**src/rtl/log2_pkg.sv**
```systemverilog
// Shared definitions for the fixed-point log2 unit: FSM encoding and the
// accumulator width and saturation limits derived from IW, FW and G.
package log2_pkg;

    typedef enum logic [2:0] {
        S_IDLE,
        S_NORM,
        S_FRAC,
        S_ACC,
        S_OUT
    } state_t;

    // Limits come back at this fixed width; callers slice off the low OW bits.
    localparam int MAX_OW = 256;

    function automatic int calc_ow(input int iw, input int fw, input int g);
        return iw + fw + g;
    endfunction

    function automatic logic [MAX_OW-1:0] calc_minv(input int ow);
        return MAX_OW'(1) << (ow - 1);
    endfunction

    function automatic logic [MAX_OW-1:0] calc_maxv(input int ow);
        return (MAX_OW'(1) << (ow - 1)) - MAX_OW'(1);
    endfunction

endpackage

```
**src/rtl/log2_frac_step.sv**
```systemverilog
// One squaring iteration of the fractional log2 loop: squares the Q1.FW
// mantissa, emits one result bit and renormalises the square back into [1,2).
module log2_frac_step #(
    parameter int FW = 32
) (
    input  logic [FW:0] m_in,
    output logic        bit_out,
    output logic [FW:0] m_out
);

    logic [2*FW+1:0] m_ext;
    logic [2*FW+1:0] sq;

    // NOTE: combinational logic uses blocking '=' and assigns every output on
    // every path, so no latch can be inferred.
    always_comb begin
        m_ext   = {{(FW+1){1'b0}}, m_in};
        sq      = m_ext * m_ext;
        bit_out = sq[2*FW+1];
        m_out   = bit_out ? sq[2*FW+1:FW+1] : sq[2*FW:FW];
    end

endmodule

```
**src/rtl/log2_acc.sv**
```systemverilog
// Fixed-point log2 with optional saturating accumulation of log2 terms,
// handshaked on both sides; one operand in flight at a time.
module log2_acc
    import log2_pkg::*;
#(
    parameter  int IW    = 32,
    parameter  int FW    = 32,
    parameter  int G     = 8,
    parameter  int CNT_W = 16,
    localparam int W     = IW + FW,
    localparam int OW    = calc_ow(IW, FW, G)
) (
    input  logic                 iCLK,
    input  logic                 iRST,
    input  logic                 iMode,
    input  logic [W-1:0]         iX,
    input  logic                 iLast,
    input  logic                 iValid,
    output logic                 oReady,
    output logic [OW-1:0]        oY,
    output logic [CNT_W-1:0]     oCount,
    output logic                 oNegInf,
    output logic                 oValid,
    input  logic                 iReady
);

    localparam int IPW = OW - FW;
    localparam int CW  = $clog2(W) + 1;
    localparam int KW  = $clog2(FW) + 1;

    localparam logic [MAX_OW-1:0] MINV_X = calc_minv(OW);
    localparam logic [MAX_OW-1:0] MAXV_X = calc_maxv(OW);
    localparam logic [OW-1:0]     MINV   = MINV_X[OW-1:0];
    localparam logic [OW-1:0]     MAXV   = MAXV_X[OW-1:0];

    state_t               state;
    logic [W-1:0]         sr;
    logic [CW-1:0]        c;
    logic [FW:0]          m;
    logic [FW-1:0]        frac;
    logic [KW-1:0]        k;
    logic                 mode_q;
    logic                 last_q;
    logic                 zero_q;
    logic signed [OW-1:0] acc_sum;
    logic [CNT_W-1:0]     acc_cnt;
    logic                 acc_neg;

    logic                 step_bit;
    logic [FW:0]          m_next;
    logic signed [31:0]   ip32;
    logic signed [OW-1:0] term;
    logic signed [OW:0]   sum_wide;
    logic signed [OW-1:0] sum_next;
    logic [CNT_W-1:0]     cnt_next;
    logic                 neg_next;

    log2_frac_step #(.FW(FW)) u_step (
        .m_in    (m),
        .bit_out (step_bit),
        .m_out   (m_next)
    );

    assign oReady = (state == S_IDLE);

    always_comb begin
        ip32     = 32'(IW - 1) - 32'(c);
        term     = zero_q ? MINV : {IPW'(ip32), frac};
        sum_wide = {acc_sum[OW-1], acc_sum} + {term[OW-1], term};
        // A zero anywhere in the sequence pins the sum at minus infinity.
        if (acc_neg || zero_q) begin
            sum_next = MINV;
        end else if (sum_wide[OW] != sum_wide[OW-1]) begin
            sum_next = sum_wide[OW] ? MINV : MAXV;
        end else begin
            sum_next = sum_wide[OW-1:0];
        end
        cnt_next = (&acc_cnt) ? acc_cnt : acc_cnt + CNT_W'(1);
        neg_next = acc_neg | zero_q;
    end

    // NOTE: only control state, outputs and the accumulator are reset; the
    // datapath registers are always loaded before they are read.
    always_ff @(posedge iCLK) begin
        if (iRST) begin
            state   <= S_IDLE;
            oY      <= '0;
            oCount  <= '0;
            oNegInf <= 1'b0;
            oValid  <= 1'b0;
            acc_sum <= '0;
            acc_cnt <= '0;
            acc_neg <= 1'b0;
        end else begin
            case (state)
                S_IDLE: begin
                    if (iValid) begin
                        sr     <= iX;
                        c      <= '0;
                        k      <= '0;
                        mode_q <= iMode;
                        last_q <= iLast;
                        zero_q <= (iX == '0);
                        state  <= (iX == '0) ? S_ACC : S_NORM;
                    end
                end
                S_NORM: begin
                    if (!sr[W-1]) begin
                        sr <= sr << 1;
                        c  <= c + CW'(1);
                    end else begin
                        m     <= sr[W-1 -: FW+1];
                        state <= S_FRAC;
                    end
                end
                S_FRAC: begin
                    m    <= m_next;
                    frac <= (frac << 1) | FW'(step_bit);
                    k    <= k + KW'(1);
                    if (k == KW'(FW - 1)) begin
                        state <= S_ACC;
                    end
                end
                S_ACC: begin
                    if (!mode_q) begin
                        // Single-mode operands never touch an open sequence.
                        oY      <= term;
                        oCount  <= CNT_W'(1);
                        oNegInf <= zero_q;
                        oValid  <= 1'b1;
                        state   <= S_OUT;
                    end else if (last_q) begin
                        oY      <= sum_next;
                        oCount  <= cnt_next;
                        oNegInf <= neg_next;
                        oValid  <= 1'b1;
                        acc_sum <= '0;
                        acc_cnt <= '0;
                        acc_neg <= 1'b0;
                        state   <= S_OUT;
                    end else begin
                        acc_sum <= sum_next;
                        acc_cnt <= cnt_next;
                        acc_neg <= neg_next;
                        state   <= S_IDLE;
                    end
                end
                S_OUT: begin
                    if (iReady) begin
                        oValid <= 1'b0;
                        state  <= S_IDLE;
                    end
                end
                default: state <= S_IDLE;
            endcase
        end
    end

endmodule

```
**config.mk**
```make
export PLATFORM = sky130hd
export DESIGN_NAME = log2_acc
export DESIGN_NICKNAME = d
export VERILOG_FILES = /design/src/rtl/log2_pkg.sv /design/src/rtl/log2_frac_step.sv /design/src/rtl/log2_acc.sv
export SDC_FILE = /design/constraint.sdc
export NUM_CORES = 2
export LEC_CHECK = 0
export ABC_CLOCK_PERIOD_IN_PS = 7500
export BUFFER_PORTS_ARGS = -buffer_cell sky130_fd_sc_hd__buf_2
export CAP_MARGIN = 0
export CORE_MARGIN = 1.5
export CORE_UTILIZATION = 58
export DETAILED_ROUTE_END_ITERATION = 12
export GPL_TIMING_DRIVEN = 1
export PLACE_DENSITY = 0.78
export REMOVE_ABC_BUFFERS = 1
export SKIP_LAST_GASP = 1
export SYNTH_ARGS = -nofsm -noshare
export SYNTH_HDL_FRONTEND = slang
export SYNTH_SLANG_ARGS = --single-unit
export TNS_END_PERCENT = 100
```
**constraint.sdc**
```tcl
create_clock -name iCLK -period 7.5 [get_ports iCLK]
set_input_delay 1.125 -clock iCLK [delete_from_list [all_inputs] [get_ports iCLK]]
set_output_delay 1.125 -clock iCLK [all_outputs]
set_load 0.01 [all_outputs]
```
**Word-level counts from Yosys, hierarchy flattened**

Cells that the tools add are included.
Widths: inputs -> output; s select.

- Flip-flop bits (word level): 327
- Logic and storage cells: 94
- Output and inout bits: 91
- Input bits: 70

- Bitwise logic cells: 3
- Reductions and logical operators: 18
- Add/sub/neg operators: 5
- Eq/ne operators: 13
- Muxes and demuxes: 37
- $mul: 1

Operator list:

| cell | number |
|---|---|
| $mux 72 | 7 |
| $mux 64 | 2 |
| $pmux 64 s2 | 1 |
| $add 72x72->73 | 1 |
| $mul 33x33->66 | 1 |
| $mux 33 | 2 |
| $pmux 33 s2 | 1 |
| $logic_not 64->1 | 1 |
| $mux 16 | 4 |
| $or 32x1->32 | 1 |
| $mux 3 | 6 |
| $add 16x1->16 const B | 1 |
| $reduce_and 16->1 | 1 |
| $pmux 3 s5 | 1 |
| $reduce_and 3->1 | 5 |
| $mux 7 | 2 |
| $pmux 7 s2 | 1 |
| $pmux 6 s2 | 1 |
| $ne 2x2->1 const B | 5 |
| $reduce_and 4->1 | 2 |
| $reduce_bool 2->1 | 4 |
| $sub 5x7->8 const A | 1 |
| $add 7x1->7 const B | 1 |
| $add 6x1->6 const B | 1 |
| 16 further kinds | 24 |

**Logic depth before layout (Yosys ltp)**

- Word-level depth: 8
- Mapped depth: 33
- Mapped depth without buffers: 31

**By module**

Synthesis repeated with hierarchy kept, for this count alone.

- Cells, all modules: 5582
- Area total of the unflattened synthesis: 49302.3 um2

Modules (own cells, without submodules):

| module | seq. area each (um2) | area an instance (um2) | cells each | times used |
|---|---|---|---|---|
| log2_frac_step | 0.0 | 30611.9 | 3349 | 1 |
| log2_acc | 7997.7 | 18690.4 | 2233 | 1 |

**Least setup slack after synthesis**

No wires, ideal clock.

- Path kind: reg-to-reg
- Start: register m[26]
- End: register m[4] (data pin)
- Path buffers: 3
- Path slack: -0.550 ns
- Data required time: 7.239 ns
- Arrival time: 7.790 ns
- Stages on the path, launching flop included: 30
- Library setup time: 0.261 ns
- Period minus slack after synthesis: 8.050 ns
- Cell sequence: edfxtp_1 clkbuf_1 clkbuf_1 nand2_1 fa_1 fa_1 inv_1 fa_1 inv_1 fa_1 inv_1 fa_1 fa_1 fa_1 inv_1 fa_1 inv_1 ha_1 a221oi_2 o21ai_1 nor4_1 nand4_1 and4_1 nor3_1 nor2_1 a211oi_2 xor2_2 inv_2 buf_4 a221o_1

- Word-level cells in the longest chain between the ends: 3

RTL lines:

| what | RTL line | source |
|---|---|---|
| start: declaration | log2_acc.sv:39 | `logic [FW:0] m;` |
| start signal: assignment | log2_acc.sv:112 | `m <= sr[W-1 -: FW+1];` |
| start signal: assignment | log2_acc.sv:117 | `m <= m_next;` |
| $mul 33x33->66 | log2_frac_step.sv:18 | `sq = m_ext * m_ext;` |
| $mux 33 | log2_frac_step.sv:20 | `m_out = bit_out ? sq[2*FW+1:FW+1] : sq[2*FW:FW];` |
| $pmux 33 s2 | log2_acc.sv:95 | `case (state)` |

No other way between the ends.
A chain may end at the register's enable or synchronous reset.

**Final worst setup path**

- Start: register m[6]
- End: register m[25] (data pin)

Same word-level chain as after synthesis.

==> impl_results.md <==
- CP max stage delay: 0.56 ns
- Chip Width: 294 um
- Leading cell types by total area after synthesis: fa_1 35%, inv_1 9.2%, edfxtp_1 8.9%
- Cts bufs inserted: 37
- Synth Area in Simple Gates: 14.7%
- Slowest library cell on the worst path: fa_1
- Setup WS post-layout: -0.917 ns
- Register-to-register setup slack: -0.92 ns
- DR iter-0 viols: about 3,600
- Final WL: ~150,000 um
- CTS sink cnt: about 330
- First-pass GRT wire length: ~230,000 um
- Setup Viol. Count Final: 34
- Worst path arrival time: 8.70 ns
- Non-Filler Instances: just over 7,000
- Largest net degree at the start of global routing: about 120
- # DRC: 0
- CTS tree: yes
- DR WL/cell: 20.3 um
- Max Cap Viol: 0
- Synth-to-Final Area Change: 17.7%
- DRT antenna net count: 0
- Period utilization: 112%
- Initial antenna violation count: 4
- Commonest non-fill, non-tap cell in the layout: inv_1
- RSZ-0062 raised after global routing: yes
- Final Max Slew Viols: 0
- CP Class: flop to flop
- Vias/cell: 5.74
- Ys Warns: 0
- Clk Latency, worst-skew pair: around 0.57 ns
- Outcome: finished with violations
- Fin crit period: ~8.4 ns
- Placed Cells: between 6,000 and 7,000
- Failing checks: negative setup slack
- CTS Root Cell: clkbuf_16
- Vias: 41,100
- Layout Utilization: a little under 70%
- Hold crit path type: flop to flop
- Initial DRT Pass Iterations: 8
- Die area: 86,200 um2
- Worst setup EP type: flop
- Port bufs: 160
- Number of flops mapped to enable cells by yosys: approximately 150
- Commonest non-fill, non-tap cells in the layout: 1,157 x inv_1, 828 x fa_1, 587 x nand2_1, 530 x buf_4, 328 x ha_1
- IO Count: 161
- CTS max path bufs: 3
- GP Congestion: between 0.9 and 1
- H-tree levels: 2
- HPWL after DPL: between 100,000 and 150,000 um
- Cell Rows: 106
- Worst relative slew slack: a little over an eighth
- Clock skew: about 0.022 ns
- Largest family of logic cells by synthesized area: adder cells
- Critical Path Fanout Max: 8
- Clock transition at path regs: approximately 0.06 ns
- Synthesized area: 49,000 um2
- Largest area contributor in the netlist: fa_1
- GRT overflow: 0
- Starting density of the core: between 50 and 60%
- Crit start category: flop
- Hold-fix buffers at CTS: 0
- Synth Area in Compound Gates: between 10% and 20%
- Distinct cell type count of the synthesized netlist: 95
- Cell count after synthesis: 5,491
- Vias in the first global route: about 43,000
- Tot GR Track Use: between 30% and 40%
- Required @ worst endpoint: ~7.8 ns
- Mux share of post-synthesis cell area: less than 1%
- Die Y: around 290 um
- Share of the synthesized area in the top cell type: approximately a third
- Sequential share of the synthesized area: around 16%
- Core Region: 83,600 um2
- Pin slew with the least headroom to its limit: 1.28 ns
- Layout Nets: about 7,300
- Main synth FF type: dfxtp_1
- Most used cell, CP: fa_1
- Max Freq: 119 MHz
- Fraction of layout cells with a size suffix above 1: between 10% and 20%
- Synth Area in Adders: between 40% and 50%
- XOR/XNOR share of the synthesized area: between 2 and 2.5%
- Post-synth ARST share: 0%
- Post-Syn Area per Cell: 8.92 um2
- Number of synthesized register bits: around 330
- Hold Fails Final Rpt: 0
==> routing by layer <==
| metal | vias to the layer above | global-route usage [%] | share of wire [%] |
|---|---|---|---|
| li1 | 18300 | - | - |
| met1 | 20300 | 43.6 | 38 |
| met2 | 1964 | 55.7 | 47 |
| met3 | 536 | 6.23 | 8.9 |
| met4 | 2 | 15.6 | 5.6 |
| met5 | - | 0 | 0.0089 |
==> worst paths after layout <==
check,depth (start not counted),startpoint,endpoint
max reg2reg,34,m[6],m[25]
max,34,m[6],m[25]
min,0,frac[9],frac[10]
min reg2reg,0,frac[9],frac[10]
==> synthesized netlist by cell type, drive strengths merged (31+ instances only) <==
| cell type | count |
|---|---|
| a21o | 78 |
| a21oi | 257 |
| a22oi | 31 |
| a31oi | 36 |
| and2 | 213 |
| buf | 42 |
| clkbuf | 215 |
| dfxtp | 182 |
| edfxtp | 145 |
| fa | 860 |
| ha | 347 |
| inv | 1200 |
| nand2 | 623 |
| nand2b | 76 |
| nand3 | 50 |
| nand4 | 40 |
| nor2 | 258 |
| nor2b | 46 |
| nor3 | 45 |
| nor4 | 36 |
| o211ai | 34 |
| o21ai | 236 |
| o21bai | 39 |
| xnor2 | 86 |
| xor2 | 49 |
==> through the flow <==
step                instance area, um2  setup WS (ns)  TNS (ns)  hold WS [ns]
finish                           57700         -0.917    -25.38         0.439
global route                     57700          -1.09    -32.09         0.446
global placement                 54400          -1.01    -27.95         0.422
CTS                              57000         -0.642    -17.12         0.439
floorplan                        47900          -1.41    -51.27         0.418
detailed placement               54400          -1.08    -32.15         0.425
==> cell families (layout without fill, tap and decap cells) <==
kind of cell,count (synthesis),count (layout)
multiplexers,9,9
AO/OA/AOI/OAI,861,861
AND/OR/NAND/NOR,1494,1494
XOR/XNOR,135,135
other,0,1
flip-flops,327,327
adder cells (fa/ha/maj),1207,1207
buffers and inverters,1458,2047
==> timing repair <==
| action | in CTS | in global routing |
|---|---|---|
| setup buffers | 67 | 32 |
| pin swaps | 114 | 62 |
| endpoints found under the setup margin | 34 | 34 |
| cloned | 5 | 2 |
| gates resized for setup | 178 | 129 |
==> sequential cells by signal, indices dropped and copies added (netlist names) <==
signal   flops
state        3
mode_q       1
oValid       1
k            6
frac        32
m           33
acc_sum     72
oCount      16
oY          72
acc_cnt     16
c            7
sr          64
last_q       1
oNegInf      1
zero_q       1
acc_neg      1
==> area by class of cell <==
type,count,area (um2)
Multi-Input combinational cell,3706,36400
Fill cell,6130,25900
Sequential cell,327,8000
Timing Repair Buffer,778,6290
Inverter,1201,4510
Tap cell,1080,1350
Clock buffer,50,1030
Clock inverter,18,113
Antenna cell,1,2.50
==> worst max-delay path: cells and delay by family, from the launching register on <==
kind,cells,cell delay [ns]
adders and majority gates,9,4.30
AOI/OAI and AO/OA,6,1.36
buffers and inverters,13,1.24
and+or+nand+nor,5,0.61
DFF,1,0.44
xor gates and xnor gates,1,0.16
Power is left out: the tool's default activity adds up to more than one toggle a clock period on the data nets, which glitch-free logic cannot reach.
